**src/rtl/axi_wr_pkg.sv**
```systemverilog
// axi_wr_pkg
// Shared definitions for the write-channel responder: field widths,
// bit positions inside the aw/w/b message buses, response codes and
// the responder FSM state encoding.
package axi_wr_pkg;

    localparam int ID_W   = 4;
    localparam int LEN_W  = 8;
    localparam int ADDR_W = 32;
    localparam int DATA_W = 64;
    localparam int STRB_W = 8;

    localparam int AW_MSG_W = ID_W + LEN_W + ADDR_W;       // 44
    localparam int W_MSG_W  = STRB_W + 1 + DATA_W;         // 73
    localparam int B_MSG_W  = ID_W + 2;                    // 6

    // aw message: {id, len, addr}
    localparam int AW_ADDR_LSB = 0;
    localparam int AW_ADDR_MSB = 31;
    localparam int AW_LEN_LSB  = 32;
    localparam int AW_LEN_MSB  = 39;
    localparam int AW_ID_LSB   = 40;
    localparam int AW_ID_MSB   = 43;

    // w message: {strb, last, data}
    localparam int W_DATA_LSB = 0;
    localparam int W_DATA_MSB = 63;
    localparam int W_LAST_BIT = 64;
    localparam int W_STRB_LSB = 65;
    localparam int W_STRB_MSB = 72;

    // b message: {id, resp}
    localparam int B_RESP_LSB = 0;
    localparam int B_RESP_MSB = 1;
    localparam int B_ID_LSB   = 2;
    localparam int B_ID_MSB   = 5;

    localparam logic [1:0] RESP_OKAY   = 2'b00;
    localparam logic [1:0] RESP_SLVERR = 2'b10;

    typedef enum logic [1:0] {
        ST_IDLE = 2'd0,
        ST_DATA = 2'd1,
        ST_RESP = 2'd2
    } wr_state_t;

    function automatic logic [1:0] resp_code(input logic err);
        return err ? RESP_SLVERR : RESP_OKAY;
    endfunction

endpackage

```
**src/rtl/axi_wr_strb_merge.sv**
```systemverilog
// axi_wr_strb_merge
// Combinational byte-strobe merge: each byte of the result comes from
// new_data when its strobe bit is set, otherwise from old_data.
// Ports:
//   old_data  in   current register contents
//   new_data  in   write beat data
//   strb      in   per-byte write enables
//   merged    out  merged 64-bit value
module axi_wr_strb_merge
    import axi_wr_pkg::*;
(
    input  logic [DATA_W-1:0] old_data,
    input  logic [DATA_W-1:0] new_data,
    input  logic [STRB_W-1:0] strb,
    output logic [DATA_W-1:0] merged
);

    always_comb begin
        merged = old_data;
        for (int k = 0; k < STRB_W; k++) begin
            if (strb[k]) begin
                merged[8*k +: 8] = new_data[8*k +: 8];
            end
        end
    end

endmodule

```
**src/rtl/axi_wr_resp_regs.sv**
```systemverilog
// axi_wr_resp_regs
// Write-channel responder (slave end) in front of a bank of 64-bit
// registers. Accepts one aw command, then len+1 write beats, then
// returns a single b response carrying the command id and an OKAY or
// SLVERR code. Beats update registers under byte strobes.
// Ports:
//   clk, rst          clock, asynchronous active-high reset
//   w_slave0_aw_*     command channel  {id, len, addr}
//   w_slave0_w_*      data channel     {strb, last, data}
//   w_slave0_b_*      response channel {id, resp}
//   regs_q            flattened register contents, reg i at [64*i +: 64]
//   wr_pulse          one-cycle strobe per register written
//
// state   | meaning
// --------+--------------------------------------------------------
// ST_IDLE | waiting for a command, aw_rdy = 1
// ST_DATA | accepting beats, w_rdy = 1, ends on beat count == len
// ST_RESP | holding b_val/b_msg until the master takes the response
module axi_wr_resp_regs
    import axi_wr_pkg::*;
#(
    parameter int          NUM_REGS    = 16,
    parameter logic [31:0] BASE_ADDR   = 32'h0,
    parameter int          STRIDE_LOG2 = 3,
    parameter logic [63:0] RESET_VAL   = 64'h0
) (
    input  logic                   clk,
    input  logic                   rst,
    input  logic [AW_MSG_W-1:0]    w_slave0_aw_msg,
    input  logic                   w_slave0_aw_val,
    output logic                   w_slave0_aw_rdy,
    input  logic [W_MSG_W-1:0]     w_slave0_w_msg,
    input  logic                   w_slave0_w_val,
    output logic                   w_slave0_w_rdy,
    output logic [B_MSG_W-1:0]     w_slave0_b_msg,
    output logic                   w_slave0_b_val,
    input  logic                   w_slave0_b_rdy,
    output logic [NUM_REGS*64-1:0] regs_q,
    output logic [NUM_REGS-1:0]    wr_pulse
);

    localparam int                IDX_W        = (NUM_REGS > 1) ? $clog2(NUM_REGS) : 1;
    localparam logic [ADDR_W-1:0] STRIDE_BYTES = ADDR_W'(1) << STRIDE_LOG2;
    localparam logic [ADDR_W-1:0] ALIGN_MASK   = STRIDE_BYTES - ADDR_W'(1);
    localparam logic [ADDR_W-1:0] NUM_REGS_A   = ADDR_W'(NUM_REGS);

    // message field decode
    logic [ID_W-1:0]   aw_id;
    logic [LEN_W-1:0]  aw_len;
    logic [ADDR_W-1:0] aw_addr;
    logic [DATA_W-1:0] w_data;
    logic              w_last;
    logic [STRB_W-1:0] w_strb;

    assign aw_id   = w_slave0_aw_msg[AW_ID_MSB:AW_ID_LSB];
    assign aw_len  = w_slave0_aw_msg[AW_LEN_MSB:AW_LEN_LSB];
    assign aw_addr = w_slave0_aw_msg[AW_ADDR_MSB:AW_ADDR_LSB];
    assign w_data  = w_slave0_w_msg[W_DATA_MSB:W_DATA_LSB];
    assign w_last  = w_slave0_w_msg[W_LAST_BIT];
    assign w_strb  = w_slave0_w_msg[W_STRB_MSB:W_STRB_LSB];

    // FSM state and registered outputs
    wr_state_t          state_q, state_d;
    logic               aw_rdy_q, aw_rdy_d;
    logic               w_rdy_q,  w_rdy_d;
    logic               b_val_q,  b_val_d;
    logic [B_MSG_W-1:0] b_msg_q,  b_msg_d;

    // burst context
    logic [ID_W-1:0]   id_q,   id_d;
    logic [LEN_W-1:0]  len_q,  len_d;
    logic [ADDR_W-1:0] addr_q, addr_d;
    logic [LEN_W-1:0]  cnt_q,  cnt_d;
    logic              err_q,  err_d;

    assign w_slave0_aw_rdy = aw_rdy_q;
    assign w_slave0_w_rdy  = w_rdy_q;
    assign w_slave0_b_val  = b_val_q;
    assign w_slave0_b_msg  = b_msg_q;

    // Ready/valid flops are only ever set in their own state, so the
    // handshake terms need no extra state qualification.
    logic aw_fire, w_fire, b_fire;
    assign aw_fire = w_slave0_aw_val & aw_rdy_q;
    assign w_fire  = w_slave0_w_val  & w_rdy_q;
    assign b_fire  = b_val_q & w_slave0_b_rdy;

    // Address decode. The extra top bit of the subtraction flags an
    // address below BASE_ADDR rather than letting it wrap into range.
    logic [ADDR_W:0]   offset_ext;
    logic [ADDR_W-1:0] offset;
    logic [ADDR_W-1:0] idx_full;
    logic [IDX_W-1:0]  idx;
    logic              addr_ok;

    assign offset_ext = {1'b0, addr_q} - {1'b0, BASE_ADDR};
    assign offset     = offset_ext[ADDR_W-1:0];
    assign idx_full   = offset >> STRIDE_LOG2;
    assign idx        = idx_full[IDX_W-1:0];
    assign addr_ok    = !offset_ext[ADDR_W]
                        && ((offset & ALIGN_MASK) == '0)
                        && (idx_full < NUM_REGS_A);

    logic final_beat, beat_err;
    assign final_beat = (cnt_q == len_q);
    // last must coincide exactly with the counted final beat
    assign beat_err   = !addr_ok || (w_last != final_beat);

    // register bank
    logic [DATA_W-1:0] regs [NUM_REGS];
    logic [DATA_W-1:0] merged;

    axi_wr_strb_merge u_merge (
        .old_data (regs[idx]),
        .new_data (w_data),
        .strb     (w_strb),
        .merged   (merged)
    );

    always_comb begin
        state_d  = state_q;
        aw_rdy_d = aw_rdy_q;
        w_rdy_d  = w_rdy_q;
        b_val_d  = b_val_q;
        b_msg_d  = b_msg_q;
        id_d     = id_q;
        len_d    = len_q;
        addr_d   = addr_q;
        cnt_d    = cnt_q;
        err_d    = err_q;

        case (state_q)
            ST_IDLE: begin
                if (aw_fire) begin
                    id_d     = aw_id;
                    len_d    = aw_len;
                    addr_d   = aw_addr;
                    cnt_d    = '0;
                    err_d    = 1'b0;
                    state_d  = ST_DATA;
                    aw_rdy_d = 1'b0;
                    w_rdy_d  = 1'b1;
                end
            end
            ST_DATA: begin
                if (w_fire) begin
                    addr_d = addr_q + STRIDE_BYTES;
                    cnt_d  = cnt_q + LEN_W'(1);
                    err_d  = err_q | beat_err;
                    if (final_beat) begin
                        state_d = ST_RESP;
                        w_rdy_d = 1'b0;
                        b_val_d = 1'b1;
                        b_msg_d = {id_q, resp_code(err_d)};
                    end
                end
            end
            ST_RESP: begin
                if (b_fire) begin
                    state_d  = ST_IDLE;
                    b_val_d  = 1'b0;
                    aw_rdy_d = 1'b1;
                end
            end
            default: begin
                state_d  = ST_IDLE;
                aw_rdy_d = 1'b1;
                w_rdy_d  = 1'b0;
                b_val_d  = 1'b0;
            end
        endcase
    end

    always_ff @(posedge clk or posedge rst) begin
        if (rst) begin
            state_q  <= ST_IDLE;
            aw_rdy_q <= 1'b1;
            w_rdy_q  <= 1'b0;
            b_val_q  <= 1'b0;
            b_msg_q  <= '0;
            id_q     <= '0;
            len_q    <= '0;
            addr_q   <= '0;
            cnt_q    <= '0;
            err_q    <= 1'b0;
        end else begin
            state_q  <= state_d;
            aw_rdy_q <= aw_rdy_d;
            w_rdy_q  <= w_rdy_d;
            b_val_q  <= b_val_d;
            b_msg_q  <= b_msg_d;
            id_q     <= id_d;
            len_q    <= len_d;
            addr_q   <= addr_d;
            cnt_q    <= cnt_d;
            err_q    <= err_d;
        end
    end

    always_ff @(posedge clk or posedge rst) begin
        if (rst) begin
            for (int i = 0; i < NUM_REGS; i++) begin
                regs[i] <= RESET_VAL;
            end
            wr_pulse <= '0;
        end else begin
            wr_pulse <= '0;
            if (w_fire && addr_ok) begin
                regs[idx] <= merged;
                if (|w_strb) begin
                    wr_pulse[idx] <= 1'b1;
                end
            end
        end
    end

    for (genvar gi = 0; gi < NUM_REGS; gi++) begin : g_flat
        assign regs_q[64*gi +: 64] = regs[gi];
    end

endmodule
```
**config.mk**
```make
export PLATFORM = sky130hd
export DESIGN_NAME = axi_wr_resp_regs
export DESIGN_NICKNAME = d
export VERILOG_FILES = /design/src/rtl/axi_wr_pkg.sv /design/src/rtl/axi_wr_strb_merge.sv /design/src/rtl/axi_wr_resp_regs.sv
export SDC_FILE = /design/constraint.sdc
export NUM_CORES = 2
export LEC_CHECK = 0
export CAP_MARGIN = 20
export CELL_PAD_IN_SITES_DETAIL_PLACEMENT = 0
export CELL_PAD_IN_SITES_GLOBAL_PLACEMENT = 1
export CORE_AREA = 2 2 459 461
export CTS_CLUSTER_DIAMETER = 80
export CTS_CLUSTER_SIZE = 24
export DETAILED_ROUTE_END_ITERATION = 8
export DIE_AREA = 0 0 461 463
export GPL_TIMING_DRIVEN = 0
export PLACE_DENSITY = 0.63
export SKIP_CTS_REPAIR_TIMING = 1
export SYNTH_ARGS = -nofsm -noshare
export SYNTH_HDL_FRONTEND = slang
export SYNTH_SLANG_ARGS = --single-unit
```
**constraint.sdc**
```tcl
create_clock -name clk -period 34 [get_ports clk]
set_input_delay 3.4 -clock clk [delete_from_list [all_inputs] [get_ports clk]]
set_output_delay 3.4 -clock clk [all_outputs]
set_load 0.05 [all_outputs]
```
* Word-level counts from Yosys, hierarchy flattened
Index checks and enable logic that the tools add are counted.
Widths: inputs -> output; s select.
** Operators by class
- Add/sub/neg operators :: 2
- $mul :: 0
- Div/mod/pow operators :: 0
- $lt $le $gt $ge :: 5
- Equal/unequal tests :: 8
- Shift operators :: 0
- Muxes and demuxes :: 43
- Bitwise gates (word level) :: 8
- Reductions and logical operators :: 17
** Operator list (count)
- $bwmux 1024 :: 1
- $bmux 64 s4 :: 1
- $demux 64 s4 :: 1
- $mux 64 :: 3
- $mux 8 :: 10
- $mux 32 :: 2
- $pmux 32 s2 :: 1
- $add 32x4->32 const B :: 1
- $logic_not 32->1 :: 1
- $mux 16 :: 2
- $lt 29x5->1 const B :: 1
- $pmux 8 s2 :: 1
- $reduce_and 4->1 :: 3
- $mux 1 :: 10
- $mux 2 :: 5
- $pmux 1 s3 :: 3
- $reduce_and 3->1 :: 3
- $add 8x1->8 const B :: 1
- $eq 8x8->1 :: 1
- $ne 2x2->1 const B :: 4
- $reduce_or 8->1 :: 1
- $pmux 2 s3 :: 1
- $ge 5x5->1 const B :: 1
- $lt 4x5->1 const B :: 1
- 17 further kinds :: 24
** Word-level totals
- Register bits :: 1104
- Latch bits :: 0
- RAM bits :: 0
- Bits in read-only memories :: 0
- Memories :: 0

* Logic depth before layout (Yosys ltp)
- Depth after elaboration :: 7
- Gate-level depth with buffers :: 12

* Hierarchy
From an unflattened synthesis, not the netlist that was laid out.
** Unflattened totals
- Cell total of the unflattened synthesis :: 3149
- Area, all modules :: 50963.9 sq um
** By module, submodules not included
- axi_wr_resp_regs :: times used 1, cells each 3077, area each 49912.9 sq um
- axi_wr_strb_merge :: times used 1, cells each 72, area each 1051.0 sq um

* Worst setup path before layout
Ideal clock, no wire load.
- Path type :: in2reg
- Start :: input port w_slave0_w_val
- End :: register b_msg_q[2], in the netlist w_slave0_b_msg[2]
- Library setup time :: 0.125 ns
- Arrival time :: 5.042 ns
- Data required time :: 33.875 ns
- Setup slack :: 28.833 ns
- Stages :: 6
- Buffers on the path :: 2
- Cell sequence :: and2_1 -> clkbuf_1 -> clkbuf_1 -> nand2_1 -> nor3_1 -> mux2_2
** Between the ends
- Word-level cells in the longest chain between the ends :: 2
** RTL lines
- from (decl) :: RTL line axi_wr_resp_regs.sv:33 : input logic w_slave0_w_val,
- $and 1x1->1 :: RTL line axi_wr_resp_regs.sv:85 : assign w_fire = w_slave0_w_val & w_rdy_q;
- $reduce_and 3->1 (no source line)
- to (signal assigned) :: RTL line axi_wr_resp_regs.sv:191 : b_msg_q <= b_msg_d;
- to (decl) :: RTL line axi_wr_resp_regs.sv:67 : logic [B_MSG_W-1:0] b_msg_q, b_msg_d;
No other way between the ends.
A chain may end at the register's enable or synchronous reset.

* Worst setup path in the final report
- Start :: input port w_slave0_w_val
- End :: register regs (netlist bit regs_q[869])
** Between the ends
- Word-level cells in the longest chain between the ends :: 2
** RTL lines
- $and 1x1->1 :: RTL line axi_wr_resp_regs.sv:85
- $logic_and 1x1->1 :: RTL line axi_wr_resp_regs.sv:208 : if (w_fire && addr_ok) begin
- to (signal, indexed assignment) :: RTL line axi_wr_resp_regs.sv:209 : regs[idx] <= merged;
- to (decl) :: RTL line axi_wr_resp_regs.sv:110 : logic [DATA_W-1:0] regs [NUM_REGS];
No other way between the ends.

==> impl_metrics.json <==
{
  "final-setup-viol-count": 0,
  "grt_max_degree": 44,
  "ant_nets": 0,
  "detailed_place_hpwl_um": 271000,
  "synthesis.instances": 3796,
  "clk_latency_ps": 790,
  "syn-cell-area_um2": 50800,
  "max-slew-margin-rel_pct": 20.1,
  "fmax_mhz": 146,
  "crit_chain": "clkdlybuf4s50_1 -> and2_1 -> clkbuf_1 -> nand2_1 -> nor4_4 -> buf_4 -> buf_2 -> buf_2 -> o22ai_1",
  "synth_fa_ha_area_share_pct": 0.123,
  "outcome": "complete, no violations",
  "clkTransAtPathRegs_ps": 80,
  "wl_met2_um": 154000,
  "grt_antenna_before_repair": 48,
  "gp_congestion": 0.917,
  "grt_pass1_vias": 42500,
  "cts-root-buf": "clkbuf_16",
  "power_frac_clock_pct": 46.9,
  "cp_data_required_time_ps": 34610,
  "rr_endpoint": "regs_q[869]",
  "die_w_um": 461,
  "num-fill-cells": 20800,
  "syn_to_final_growth_pct": 39.1,
  "total_leakage_power_nw": 29.3,
  "wl_um": 338000,
  "register_area_um2": 27600,
  "crit_family": "buffers and inverters",
  "crit_start": "w_slave0_w_val",
  "syn_avg_cell_area_um2": 13.4,
  "grt_first_pass_wirelength_um": 440000,
  "finalSetupTns_ps": 0,
  "wire_per_inst_um": 42.1,
  "coreArea_um2": 209000,
  "synth_cell_type_count": 71,
  "cp-start-kind": "primary input",
  "end_kind": "register",
  "routedLengthMet1_um": 141000,
  "drt_iter0_markers": 4648,
  "critPathMaxFanout": 10,
  "syn_nets": 3923,
  "vias": 43600,
  "die_area_um2": 213000,
  "maxCapViolCount": 0,
  "worst-setup-path-type": "primary input to register",
  "yosys.area_share.xor_xnor_pct": 0.258,
  "met3WireLength_um": 32300,
  "rows": 168,
  "cp_common_cell": "buf_2",
  "period_needed_ps": 6830,
  "yosysWarnings": 0,
  "drc": 0,
  "final_util_pct": 33.9,
  "synthArstFlopShare_pct": 100,
  "seq_area_frac_synth_pct": 54.3,
  "fin_skew_ps": 56.0,
  "power_frac_seq_pct": 48.8,
  "viasPerCell": 5.42,
  "yosys.area.top_type_share_pct": 54.2,
  "grt.total_usage_pct": 30.9,
  "top_layer_used": "met5",
  "rsz0062_at_grt": "false",
  "reg2reg_from": "addr_q[4]",
  "dp.cells": 7827,
  "ir_drop_v": 0.0000346,
  "synthTopCellsByCount": "dfrtp_1, mux2_2, o2bb2ai_1",
  "htree_levels": 3,
  "crit_buf_inv": 5,
  "r2r_slack_ps": 28440,
  "clock_sinks": 1103,
  "nets": 5249,
  "fin_ws_ps": 27170,
  "synth_seq_cells": 1103,
  "dpl_worst_slack_ps": 26340,
  "overflow": 0,
  "p_int_mw": 1.95,
  "multi_input_area_um2": 21700,
  "yosys.area.top_type": "dfrtp_1",
  "synth.most_common_cell": "dfrtp_1",
  "rr_worst_depth": 12,
  "design_area_um2": 70700,
  "tightest_slew_ps": 1200,
  "firstDrtPassIters": 6,
  "cp.arrival_ps": 7440,
  "final-max-slew-violation-count": 0,
  "p_sw_share_pct": 27.4,
  "tritoncts": "yes",
  "p_sw_mw": 0.737,
  "io_pins": 1171,
  "hold_viol_final": 0,
  "synth-main-ff-cell": "dfrtp_1",
  "dpl-instance-area_um2": 67100,
  "period_share_pct": 20.1,
  "synthSimpleGateAreaFrac_pct": 5.23,
  "synthTopCellsByArea": "dfrtp_1, mux2_2, o2bb2ai_1, mux4_2, mux2i_1",
  "cts_buffer_depth": 3,
  "powerDensity_nw_per_um2": 38.0,
  "fin_cells": 8035,
  "p_comb_share_pct": 4.3,
  "cts_inserted_buffers": 96,
  "min_path_type": "register to register",
  "initial_utilization_pct": 24.4,
  "die-height_um": 463,
  "endpoint": "regs_q[869]",
  "cp.depth": 9,
  "slowest_stage": "buf_2",
  "cp_slowest_stage_delay_ps": 630,
  "synth_top_family_by_area": "multiplexers",
  "synth_compound_area_share_pct": 14.6,
  "drive_above_1_share_pct": 22.1,
  "place.port_buffers": 1169,
  "synth_edf_count": 0,
  "synthMuxAreaShare_pct": 22.5
}
[worst min-delay path by stage]
| stage | slack, ps | endpoint | startpoint | cells after the start |
|---|---|---|---|---|
| 6_report | 490 | id_q[0] | id_q[0] | 2 |
| 5_1_grt | 500 | id_q[2] | id_q[2] | 2 |
| 4_1_cts | 490 | id_q[0] | id_q[0] | 2 |
| 3_5_place_dp | 470 | id_q[0] | id_q[0] | 2 |
| 3_3_place_gp | 470 | id_q[2] | id_q[2] | 2 |
| 2_1_floorplan | 440 | id_q[0] | id_q[0] | 2 |
[stage by stage]
stage,total power [mW],hold WS (ps)
after floorplan,1.39,440
after global placement,1.45,468
after detailed placement,1.45,475
after CTS,2.70,492
after global routing,2.76,505
final,2.69,489
[flip-flops by register name, summed over array words and instances (netlist names)]
signal / count
regs_q: 1024
addr_q: 32
wr_pulse: 16
cnt_q: 8
len_q: 8
w_slave0_b_msg: 5
id_q: 4
state_q: 2
err_q: 1
w_slave0_aw_rdy: 1
w_slave0_b_val: 1
w_slave0_w_rdy: 1
[layout by cell type, fill, tap and decap left out, drive strengths merged, types with 9 or more instances in the layout]
cell type         n
clkinv           32
dfrtp          1102
nor4             24
o211ai           83
o221ai           43
mux4            132
o21ai            61
a22o             53
a2bb2oi          12
nand2b           54
buf             189
o2bb2ai         374
mux2            650
a21oi           110
nor2             78
a31o             17
o21a             10
a22oi            57
nor3             19
diode            26
mux2i           112
o22ai            49
inv              56
o31a             40
clkbuf          302
nor2b            31
and2             49
nand2           124
nand4            15
nand3            54
xnor2             9
clkdlybuf4s50  1169
[cell type report]
cell class | instances | share of cell area, %
well taps | 2805 | 4.96
clock buffers | 109 | 3.63
inverters | 27 | 0.149
diodes | 26 | 0.0920
repair buffers | 1228 | 18.0
multi-input cells | 2343 | 30.7
flip-flops and latches | 1103 | 39.0
clock inverters | 71 | 1.32
plain buffers | 323 | 2.09
[per-layer routing]
metal / global-route usage, % / up-vias
met5: 0 / -
met4: 9.49 / 8
met3: 9.75 / 342
met2: 48.4 / 2327
met1: 40.6 / 23600
li1: - / 17300
[kinds of logic after synthesis]
logic type,Yosys count
compound gates,954
xor+xnor,15
flops,1103
fa+ha+maj,5
other cells,1
simple gates,474
mux,894
buf+inv,350
[worst reg2reg max path, cell delays in order (launching register included)]
cell     delay [ps]
dfrtp_1         400
buf_2           240
buf_2           400
buf_2           530
buf_1           440
inv_1           170
ha_1            410
inv_1           280
nor4_4          660
buf_4           460
buf_2           660
buf_2           620
o22ai_1         160
[power by group through the flow]
stage               combinational (mW)  sequential, mW  clock [mW]
CTS                              0.116            1.31        1.28
floorplan                       0.0456            1.34           0
global placement                 0.104            1.34           0
global route                     0.123            1.31        1.33
finish                           0.116            1.31        1.26
detailed placement               0.115            1.34           0
No activity file was read; power rests on OpenSTA's default activity.
